`config.mk`:
```
export PLATFORM = sky130hd
export DESIGN_NAME = robo_seguidor
export DESIGN_NICKNAME = d
export VERILOG_FILES = /design/src/rtl/robo_pkg.sv /design/src/rtl/contador_sat.sv /design/src/rtl/robo_seguidor.sv
export SDC_FILE = /design/constraint.sdc
export NUM_CORES = 1
export LEC_CHECK = 0
export ABC_AREA = 0
export CAP_MARGIN = 30
export CORE_ASPECT_RATIO = 1.4
export CORE_MARGIN = 4
export CORE_UTILIZATION = 45
export CTS_BUF_LIST = sky130_fd_sc_hd__clkbuf_16
export CTS_CLUSTER_SIZE = 14
export DETAILED_ROUTE_END_ITERATION = 7
export DONT_BUFFER_PORTS = 1
export GPL_ROUTABILITY_DRIVEN = 0
export PLACE_DENSITY = 0.65
export RECOVER_POWER = 100
export SYNTH_ARGS = -nofsm -noshare
export SYNTH_HDL_FRONTEND = slang
export SYNTH_SLANG_ARGS = --single-unit
```
`constraint.sdc`:
```
create_clock -name clock -period 2.95 [get_ports clock]
set_input_delay 0.885 -clock clock [delete_from_list [all_inputs] [get_ports clock]]
set_output_delay 0.885 -clock clock [all_outputs]
set_load 0.01 [all_outputs]
```
`src/rtl/robo_pkg.sv`:
```
// Shared definitions for the robo_seguidor wall-following controller:
// the state encodings, the state width and the sensor-vector bit positions.
package robo_pkg;

  localparam int STATE_W = 3;

  typedef enum logic [STATE_W-1:0] {
    ST_PROCURANDO   = 3'd0,
    ST_ROTACIONANDO = 3'd1,
    ST_ACOMPANHANDO = 3'd2,
    ST_STANDBY      = 3'd3,
    ST_REMOVENDO    = 3'd4
  } state_t;

  localparam int SENS_W       = 4;
  localparam int SENS_HEAD    = 3;
  localparam int SENS_LEFT    = 2;
  localparam int SENS_UNDER   = 1;
  localparam int SENS_BARRIER = 0;

endpackage

```
`src/rtl/contador_sat.sv`:
```
// Up-counter that holds at its maximum value instead of wrapping.
// A synchronous clear takes priority over the enable.
module contador_sat #(
  parameter int W = 16
) (
  input  logic         clock,
  input  logic         clear,
  input  logic         enable,
  output logic [W-1:0] count
);

  logic [W-1:0] count_q;
  logic [W-1:0] count_d;

  always_comb begin
    count_d = count_q;
    if (clear) begin
      count_d = '0;
    end else if (enable && (count_q != {W{1'b1}})) begin
      count_d = count_q + 1'b1;
    end
  end

  always_ff @(posedge clock) begin
    count_q <= count_d;
  end

  assign count = count_q;

endmodule

```
`src/rtl/robo_seguidor.sv`:
```
// Wall-following robot controller: Moore FSM with debris removal, a rotation
// watchdog that parks the robot in STANDBY, and saturating activity counters.
module robo_seguidor
  import robo_pkg::*;
#(
  parameter int CNT_W         = 16,
  parameter int ROT_LIMIT     = 8,
  parameter int REMOVE_CYCLES = 4
) (
  input  logic               clock,
  input  logic               reset,
  input  logic               head,
  input  logic               left,
  input  logic               under,
  input  logic               barrier,
  input  logic               retomar,
  output logic               avancar,
  output logic               girar,
  output logic               remover,
  output logic               travado,
  output logic [STATE_W-1:0] estado,
  output logic [CNT_W-1:0]   passos,
  output logic [CNT_W-1:0]   removidos
);

  localparam int ROT_W = $clog2(ROT_LIMIT + 1);
  localparam int REM_W = $clog2(REMOVE_CYCLES + 1);

  logic [SENS_W-1:0] sens;
  logic [1:0]        head_left;

  state_t            state_q, state_d;
  state_t            ret_q, ret_d;
  logic [ROT_W-1:0]  rot_cnt_q, rot_cnt_d;
  logic [REM_W-1:0]  rem_cnt_q, rem_cnt_d;
  logic              travado_q, travado_d;
  logic              rem_entry;

  assign sens      = {head, left, under, barrier};
  assign head_left = {sens[SENS_HEAD], sens[SENS_LEFT]};

  always_comb begin
    state_d   = state_q;
    ret_d     = ret_q;
    rot_cnt_d = rot_cnt_q;
    rem_cnt_d = rem_cnt_q;
    travado_d = travado_q;

    case (state_q)
      ST_STANDBY: begin
        if (retomar && !sens[SENS_UNDER]) begin
          state_d   = ST_PROCURANDO;
          travado_d = 1'b0;
        end
      end

      ST_REMOVENDO: begin
        if (sens[SENS_UNDER]) begin
          state_d = ST_STANDBY;
        end else if (rem_cnt_q == REM_W'(REMOVE_CYCLES - 1)) begin
          state_d = ret_q;
        end else begin
          rem_cnt_d = rem_cnt_q + 1'b1;
        end
      end

      ST_PROCURANDO, ST_ROTACIONANDO, ST_ACOMPANHANDO: begin
        if (sens[SENS_UNDER]) begin
          state_d = ST_STANDBY;
        end else if (sens[SENS_BARRIER]) begin
          state_d   = ST_REMOVENDO;
          ret_d     = state_q;
          rem_cnt_d = '0;
        end else begin
          case (state_q)
            ST_PROCURANDO: begin
              if (head_left == 2'b01) state_d = ST_ACOMPANHANDO;
              else if (head_left[1])  state_d = ST_ROTACIONANDO;
            end
            ST_ROTACIONANDO: begin
              if (head_left == 2'b01) begin
                state_d = ST_ACOMPANHANDO;
              end else if (rot_cnt_q == ROT_W'(ROT_LIMIT - 1)) begin
                state_d   = ST_STANDBY;
                travado_d = 1'b1;
              end else begin
                rot_cnt_d = rot_cnt_q + 1'b1;
              end
            end
            default: begin
              if (head_left == 2'b11)  state_d = ST_ROTACIONANDO;
              else if (!head_left[0])  state_d = ST_PROCURANDO;
            end
          endcase
        end
      end

      default: state_d = ST_PROCURANDO;
    endcase

    // Rotation budget survives only a detour through REMOVENDO.
    if ((state_d != ST_ROTACIONANDO) && (state_d != ST_REMOVENDO)) begin
      rot_cnt_d = '0;
    end
  end

  always_ff @(posedge clock) begin
    if (reset) begin
      state_q   <= ST_PROCURANDO;
      ret_q     <= ST_PROCURANDO;
      rot_cnt_q <= '0;
      rem_cnt_q <= '0;
      travado_q <= 1'b0;
    end else begin
      state_q   <= state_d;
      ret_q     <= ret_d;
      rot_cnt_q <= rot_cnt_d;
      rem_cnt_q <= rem_cnt_d;
      travado_q <= travado_d;
    end
  end

  always_comb begin
    avancar = (state_q == ST_PROCURANDO) || (state_q == ST_ACOMPANHANDO);
    girar   = (state_q == ST_ROTACIONANDO);
    remover = (state_q == ST_REMOVENDO);
    travado = travado_q;
    estado  = state_q;
  end

  assign rem_entry = (state_q != ST_REMOVENDO) && (state_d == ST_REMOVENDO);

  contador_sat #(.W(CNT_W)) u_passos (
    .clock  (clock),
    .clear  (reset),
    .enable (avancar),
    .count  (passos)
  );

  contador_sat #(.W(CNT_W)) u_removidos (
    .clock  (clock),
    .clear  (reset),
    .enable (rem_entry),
    .count  (removidos)
  );

endmodule

```
## Word-level counts from Yosys, hierarchy flattened

Cells that the tools add are included.

- Flip-flop bits (word level): 46
- Input port bits: 7
- Logic and storage cells: 79

- $add $sub $neg: 4
- Equal/unequal tests: 23
- Muxes and demuxes: 25
- Bitwise gates (word level): 4
- Reductions and logical operators: 16

Operators by type and width:

| operator | number |
|---|---|
| $mux 3 | 15 |
| $add 16x1->16 const B | 2 |
| $ne 16x16->1 const B | 2 |
| $ne 2x2->1 const B | 9 |
| $pmux 3 s2 | 2 |
| $eq 3x2->1 const B | 3 |
| $pmux 3 s3 | 1 |
| $reduce_and 7->1 | 1 |
| $eq 3x3->1 const B | 2 |
| $mux 1 | 6 |
| $ne 3x3->1 const B | 2 |
| $reduce_and 6->1 | 1 |
| $logic_and 1x1->1 | 5 |
| $reduce_and 5->1 | 1 |
| $add 4x1->4 const B | 1 |
| $eq 4x3->1 const B | 1 |
| $not 1->1 | 4 |
| $reduce_bool 2->1 | 2 |
| $add 3x1->3 const B | 1 |
| $eq 3x1->1 const B | 1 |
| $logic_not 3->1 | 1 |
| $ne 3x1->1 const B | 1 |
| $reduce_and 3->1 | 1 |
| $reduce_or 3->1 | 1 |
| other kinds (6) | 6 |

## Longest topological paths before layout

Gate-level depths: netlist of run 1.

- Depth after elaboration: 10
- Gate-level depth with buffers: 11

## By module

A second synthesis of run 1 with hierarchy kept.

- Cell total of the unflattened synthesis: 292
- Area, all modules: 2,496.1 um^2

By module, submodules not included:

| module | times used | cells an instance | area an instance (um^2) | seq. area each (um^2) |
|---|---|---|---|---|
| contador_sat | 2 | 99 | 848.3 | 320.3 |
| robo_seguidor | 1 | 94 | 799.5 | 280.3 |

## Least setup slack after synthesis of run 1

No wires, ideal clock.

- Kind: input to register
- From: input under
- To: register u_removidos.count_q[9], in the netlist u_removidos.count[9]
- Data arrival time: 2,793 ps
- Required time: 2,880 ps
- Setup slack: 87 ps
- Stages: 9
- Buffers on the path: 3
- Cell sequence: clkbuf_1 -> inv_1 -> nand3_1 -> a221o_1 -> buf_6 -> or3_1 -> buf_2 -> or4b_1 -> a21oi_1

- Cells in the longest elaborated chain, start to end: 7
- Elaborated cells between the ends (all ways): 9
- Those cells by class: eq/ne: 1; mux: 4; reduce/logical: 4

RTL lines:

| element | RTL line | source |
|---|---|---|
| from (decl) | robo_seguidor.sv:14 | `input logic under,` |
| $logic_not 1->1 | robo_seguidor.sv:51 | `if (retomar && !sens[SENS_UNDER]) begin` |
| $logic_and 1x1->1 | robo_seguidor.sv:51 |  |
| $mux 3 | robo_seguidor.sv:51 |  |
| $pmux 3 s3 (*) | robo_seguidor.sv:49 | `case (state_q)` |
| $eq 3x3->1 (*) | robo_seguidor.sv:131 | `assign rem_entry = (state_q != ST_REMOVENDO) && (state_d == ST_REMOVENDO);` |
| $logic_and 1x1->1 (*) | robo_seguidor.sv:131 |  |
| $logic_and 1x1->1 (*) | contador_sat.sv:19 | `end else if (enable && (count_q != {W{1'b1}})) begin` |
| to (signal assigned) | contador_sat.sv:25 | `count_q <= count_d;` |
| to (decl) | contador_sat.sv:12 | `logic [W-1:0] count_q;` |

Every way passes the cells marked *; elsewhere a longest branch is shown, timed or not.
A chain may end at the register's enable or synchronous reset.

## Worst setup path after layout of run 1

- From: register state_q[1], in the netlist estado[1]
- To: register u_removidos.count_q[12], in the netlist u_removidos.count[12]

- Cells in the longest elaborated chain, start to end: 9
- Elaborated cells between the ends (all ways): 23
- Those cells by class: eq/ne: 6; mux: 13; reduce/logical: 4

RTL lines:

| element | RTL line | source |
|---|---|---|
| from (decl) | robo_seguidor.sv:32 | `state_t state_q, state_d;` |
| from (signal assigned) | robo_seguidor.sv:115 | `state_q <= state_d;` |
| $mux 3, on equally long branches | robo_seguidor.sv:92, robo_seguidor.sv:78, robo_seguidor.sv:83 |  |
| $mux 3, on equally long branches | robo_seguidor.sv:91, robo_seguidor.sv:77, robo_seguidor.sv:81 |  |
| $pmux 3 s2 | robo_seguidor.sv:75 | `case (state_q)` |
| $mux 3 | robo_seguidor.sv:70 | `end else if (sens[SENS_BARRIER]) begin` |
| $mux 3 | robo_seguidor.sv:68 | `if (sens[SENS_UNDER]) begin` |
| $pmux 3 s3 | robo_seguidor.sv:49 |  |
| $eq 3x3->1 | robo_seguidor.sv:131 |  |
| $logic_and 1x1->1 (*) | robo_seguidor.sv:131 |  |
| $logic_and 1x1->1 (*) | contador_sat.sv:19 |  |

Marked as above.

==> run summary, run 1 <==
drt wl/cell -> 15.1 um
peak supply drop -> 0.278 mV
max-cap violations -> 0
worst-case clock buffer depth -> 2
layout cells sized above 1 -> 0.0643
asr flop ratio synth -> 0
Worst Path Arrival -> 2.81 ns
post-synth top area cell -> dfxtp_1
worst slew pin tran -> 0.925 ns
pwr/cell area -> 525 nW/um^2
Nets -> 291
Final setup violation count -> 0
Finished Layout Cells -> 344
Final min period -> 2.63 ns
largest net degree at the start of global routing -> 47
Clock Latency Late Sink -> 0.28 ns
first-pass GRT wire length -> 8550 um
synthesis-stage register bit count -> 46
Leakage -> 0.862 nW
slowest CP cell -> nor4_1
crit path max fanout -> 8
Core Box Area -> 4920 um^2
Worst-path clk slew -> 0.06 ns
CTS tree -> done
CP required -> 3.13 ns
startpoint types -> flop
crit path kind -> reg2reg
antenna-violating nets left -> 0
reg2reg setup slack -> 0.32 ns
clock skew -> 0.00391 ns
1st-pass router iterations -> 4
P_int -> 989 uW
number of synthesized flops with an enable pin -> 0
PostCTS Resize Cnt -> 0
proportion of power drawn by the clock network -> 0.421
DRT iter0 DRCs -> 93
combinational fraction of design power -> 0.077
RSZ-0062 raised after global routing -> no
sequential power share -> 0.503
CTS Buf Count -> 5
worst path cell trace -> clkbuf_1 -> a32oi_1 -> a221o_1 -> buf_4 -> nor4_1 -> a31o_2 -> a21oi_1
IO Count -> 46
diode count -> 0
Max-slew headroom -> 0.375
Fin Hold WS -> 0.469 ns
syn nets -> 288
Buf/Inv on CP -> 2
post-synthesis sequential area ratio -> 0.400
Port Buffers -> 0
Setup TNS -> 0 ns
hold_buf cts -> 0
Crit. End Element -> flop
Starting Density -> 0.469
Mean Syn Cell Area -> 8.35 um^2
Overall Global Routing Usage -> 0.177
Yosys top cell area share -> 0.400
Netlist Area Pre-Place -> 2300 um^2
Hold WC Path Type -> reg2reg
fin crit share -> 0.892
Synth area leaders -> dfxtp_1, nor2_1, xor2_1
Area Growth Syn to Fin -> 8.09%
Psw -> 319 uW
count of different cell masters after synthesis -> 45
FMAX -> 380 MHz
die area -> 6350 um^2
placed instance count -> 336
Die H -> 92.7 um
Sw Ratio -> 0.244
pins over their slew limit -> 0
root buffer cell -> clkbuf_16
GRT overflow -> 0
synth warn -> 0
post-detail-place hpwl -> 3790 um
initial antenna violation count -> 0
Crit path max-delay family -> compound AO/OA/AOI/OAI gates
status -> finished clean
Final Hold Fails -> 0
Primary FF master, synth -> dfxtp_1
clk sinks -> 46
Synth Instances -> 276
# DRC -> 0
row count -> 30
WL final -> 5190 um
chip width -> 68.5 um
post-CTS setup buffer count -> 0
slowest stage delay, CP -> 0.66 ns
CTS H-Tree Depth -> 2
vias per cell -> 5.65
vias in the first global route -> 1812
DR vias -> 1945
[sequential cells by signal, summed over array words and instances, names as in the netlist]
register / flops
ret_q: 3
rot_cnt_q: 4
u_passos.count: 16
estado: 3
travado: 1
rem_cnt_q: 3
u_removidos.count: 16
[cell usage after synthesis, types with 2 or more instances]
| cell | count |
|---|---|
| nand4b_1 | 2 |
| nor2_1 | 42 |
| mux2_2 | 2 |
| a221o_1 | 3 |
| xor2_1 | 13 |
| clkbuf_1 | 5 |
| or2_2 | 2 |
| and3_1 | 5 |
| dfxtp_1 | 46 |
| a32oi_1 | 2 |
| nand3_1 | 15 |
| inv_1 | 13 |
| nor4_1 | 9 |
| and4_1 | 2 |
| buf_2 | 2 |
| nand4_1 | 13 |
| o21ai_0 | 8 |
| a21oi_1 | 11 |
| nor2b_1 | 4 |
| nand2b_1 | 6 |
| buf_1 | 3 |
| mux2i_1 | 6 |
| nor3_1 | 4 |
| ha_1 | 5 |
| a31o_2 | 2 |
| buf_6 | 3 |
| and2_1 | 2 |
| nor3b_1 | 2 |
| xnor2_1 | 10 |
| nand2_1 | 19 |
[routing by layer]
metal,GRT usage,part of all wire,up-vias
met3,0.0740,0.083,5
met5,0,0,-
met2,0.295,0.51,51
li1,-,-,970
met1,0.185,0.39,919
met4,0.0846,0.016,0
[through the flow]
| step | util | area [um^2] | power, mW | setup slack (ns) |
|---|---|---|---|---|
| floorplan | - | 2300 | 0.763 | 0.0867 |
| global placement | 0.484 | 2380 | 0.776 | 0.122 |
| detailed placement | 0.484 | 2380 | 0.779 | 0.114 |
| CTS | 0.513 | 2520 | 1.34 | 0.313 |
| global route | 0.507 | 2490 | 1.37 | 0.0682 |
| finish | 0.507 | 2490 | 1.31 | 0.320 |
[tightest hold or removal path, cell delays in order (launching register included)]
cell and delay [ns]:
dfxtp_1 0.31, o21ai_0 0.07, a21oi_1 0.06
[cells by family (layout without fill, tap and decap cells)]
family          after synthesis  after routing  share of synthesized area
compound gates               33             33                     0.0939
flops                        46             46                      0.400
fa+ha+maj                     5              5                     0.0271
mux                           8              8                     0.0358
buf+inv                      26             30                     0.0532
xor+xnor                     23             23                     0.0874
simple gates                135            135                      0.303
[path summary, 6_finish.rpt]
| path | from | endpoint | depth (start not counted) |
|---|---|---|---|
| worst max-delay path | estado[1] | u_removidos.count[12] | 7 |
| worst min-delay path | rem_cnt_q[2] | rem_cnt_q[2] | 2 |
| worst min register to register | rem_cnt_q[2] | rem_cnt_q[2] | 2 |
| worst max register to register | estado[1] | u_removidos.count[12] | 7 |
[layout make-up]
| cell class | instances | area, um^2 |
|---|---|---|
| Clock buffer | 5 | 125 |
| Clock inverter | 3 | 21.3 |
| Fill cell | 503 | 2430 |
| Inverter | 13 | 48.8 |
| Multi-Input combinational cell | 204 | 1250 |
| Sequential cell | 46 | 921 |
| Tap cell | 64 | 80.1 |
| Timing Repair Buffer | 9 | 41.3 |
[layout by cell type (no fill, tap or decap), types with 2 or more instances in the layout]
cell type | Yosys | final
nand4b_1 | 2 | 2
clkbuf_1 | 5 | 7
buf_4 | 0 | 2
nand3_1 | 15 | 15
nor3_1 | 4 | 5
nand2b_1 | 6 | 6
nor2b_1 | 4 | 4
and2_1 | 2 | 2
o21ai_0 | 8 | 8
a32oi_1 | 2 | 2
a21oi_1 | 11 | 11
and3_1 | 5 | 5
and4_1 | 2 | 2
nand2_1 | 19 | 19
ha_1 | 5 | 5
nor3b_1 | 2 | 2
clkbuf_16 | 0 | 5
mux2i_1 | 6 | 6
nand4_1 | 13 | 13
xor2_1 | 13 | 13
nor4_1 | 9 | 9
a221o_1 | 3 | 3
nor2_1 | 42 | 43
mux2_2 | 2 | 2
a31o_2 | 2 | 2
inv_1 | 13 | 13
or2_2 | 2 | 2
dfxtp_1 | 46 | 46
xnor2_1 | 10 | 10
[power by group through the flow]
stage	Combinational (mW)	Sequential [mW]	Clock [mW]
5_1_grt	0.115	0.660	0.595
3_3_place_gp	0.104	0.672	0
2_1_floorplan	0.0991	0.664	0
6_report	0.100	0.657	0.550
3_5_place_dp	0.107	0.672	0
4_1_cts	0.107	0.658	0.570
(Power assumes the default switching activity.)
==> inputs of run 2 (changes only) <==
HOLD_SLACK_MARGIN = 0.03   (was unset)
==> results of run 2 <==
The final DEF is identical to that of run 1; final timing and power are the same.
==> inputs of run 3 (changes only) <==
==> constraint.sdc (replaced) <==
create_clock -name clock -period 2.95 [get_ports clock]
set_input_delay 0.59 -clock clock [delete_from_list [all_inputs] [get_ports clock]]
set_output_delay 0.59 -clock clock [all_outputs]
set_load 0.01 [all_outputs]
==> run summary, run 3 (synthesis gave the netlist of run 1 again) <==
WL final -> 5010 um
RSZ-0062 raised after global routing -> no
DRT iter0 DRCs -> 82
Overall Global Routing Usage -> 0.170
Worst-path clk slew -> 0.06 ns
highest metal used -> met4
layout cells sized above 1 -> 0.0580
CTS H-Tree Depth -> 2
PostCTS Resize Cnt -> 0
Port Buffers -> 0
row count -> 30
Crit. End Element -> flop
crit path kind -> reg2reg
CTS tree -> done
final worst slack -> 0.311 ns
Clock Latency Late Sink -> 0.28 ns
min-delay src -> reset
largest net degree at the start of global routing -> 47
first-pass GRT wire length -> 8430 um
crit path max fanout -> 13
most frequent cells in the layout -> dfxtp_1, nor2_1, nand2_1, nand3_1
chip width -> 68.5 um
max-cap violations -> 0
FF/Latch Area -> 921 um^2
Final Hold Fails -> 0
P_int -> 1.16 mW
vias per cell -> 5.56
DR vias -> 1889
slowest CP cell -> or4b_1
diode count -> 0
Multi-input gate area -> 1250 um^2
Sw Ratio -> 0.210
pwr/cell area -> 582 nW/um^2
CP required -> 3.17 ns
most common cell after layout, fill and taps aside -> dfxtp_1
worst-case clock buffer depth -> 2
Hold WC Path Type -> in2reg
M1 WL -> 2000 um
Crit path max-delay family -> compound AO/OA/AOI/OAI gates
peak supply drop -> 0.311 mV
Nets -> 287
pins over their slew limit -> 0
Worst Path Arrival -> 2.85 ns
worst path cell trace -> a21oi_1 -> a32oi_1 -> a221o_1 -> or3_1 -> or4b_1 -> a21oi_1
drt wl/cell -> 14.7 um
met3 routed WL -> 415 um
CTS Buf Count -> 5
fin crit share -> 0.895
antenna-violating nets left -> 0
FMAX -> 379 MHz
Final min period -> 2.64 ns
Leakage -> 0.880 nW
Buf/Inv on CP -> 0
# DRC -> 0
root buffer cell -> clkbuf_16
CP Launch Point -> estado[0]
GRT overflow -> 0
Final setup violation count -> 0
post-CTS setup buffer count -> 0
hold_buf cts -> 0
WL met2 -> 2510 um
worst slew pin tran -> 0.950 ns
Max-slew headroom -> 0.358
dpl ws -> 0.391 ns
Setup TNS -> 0 ns
slowest stage delay, CP -> 0.50 ns
Die H -> 92.7 um
Critical Path Most Common Cell -> a21oi_1
post-detail-place hpwl -> 3710 um
1st-pass router iterations -> 4
Area Growth Syn to Fin -> 9.34%
Starting Density -> 0.469
fillers -> 487
sequential power share -> 0.450
IO Count -> 46
status -> finished clean
Core Box Area -> 4920 um^2
initial antenna violation count -> 0
proportion of power drawn by the clock network -> 0.484
combinational fraction of design power -> 0.066
die area -> 6350 um^2
reg2reg start -> estado[0]
clock skew -> 0.00322 ns
vias in the first global route -> 1843
Psw -> 309 uW
clk sinks -> 46
startpoint types -> flop
[run 3: power by group through the flow]
stage	Combinational (mW)	Sequential, mW	Clock, mW
after floorplan	0.0991	0.664	0
after global placement	0.0992	0.675	0
after detailed placement	0.100	0.675	0
after CTS	0.101	0.661	0.729
after global routing	0.110	0.661	0.754
final	0.0972	0.659	0.710
[run 3: metal layers]
| metal | GRT usage | vias to the layer above |
|---|---|---|
| met3 | 0.0680 | 6 |
| met2 | 0.286 | 49 |
| met5 | 0 | - |
| met4 | 0.0713 | 0 |
| li1 | - | 962 |
| met1 | 0.183 | 872 |
[run 3: worst paths after layout]
check	endpoint	slack [ns]	depth (start not counted)
setup / recovery	u_removidos.count[9]	0.31	6
hold / removal	u_removidos.count[9]	0.37	1
setup reg to reg	u_removidos.count[9]	0.31	6
hold reg to reg	rem_cnt_q[2]	0.49	2
[run 3: worst reg2reg max path, delay by kind of cell (launching register included)]
kind               cells  cell delay, ns
DFF                    1            0.45
and+or+nand+nor        2            0.99
AOI/OAI and AO/OA      4            1.14
[run 3: area by class of cell]
cell class / count / area share
flip-flops and latches: 46 / 0.365
well taps: 64 / 0.0318
clock inverters: 3 / 0.0253
multi-input cells: 204 / 0.498
repair buffers: 5 / 0.0104
clock buffers: 5 / 0.0497
inverters: 13 / 0.0194
[run 3: stage by stage]
step	utilization	hold slack [ns]	std cells	total power [mW]	cell area, um^2
5_1_grt	0.512	0.360	340	1.53	2520
3_3_place_gp	0.478	0.484	332	0.774	2350
2_1_floorplan	-	0.450	276	0.763	2300
3_5_place_dp	0.478	0.485	332	0.775	2350
4_1_cts	0.516	0.366	340	1.49	2540
6_report	0.512	0.370	340	1.47	2520
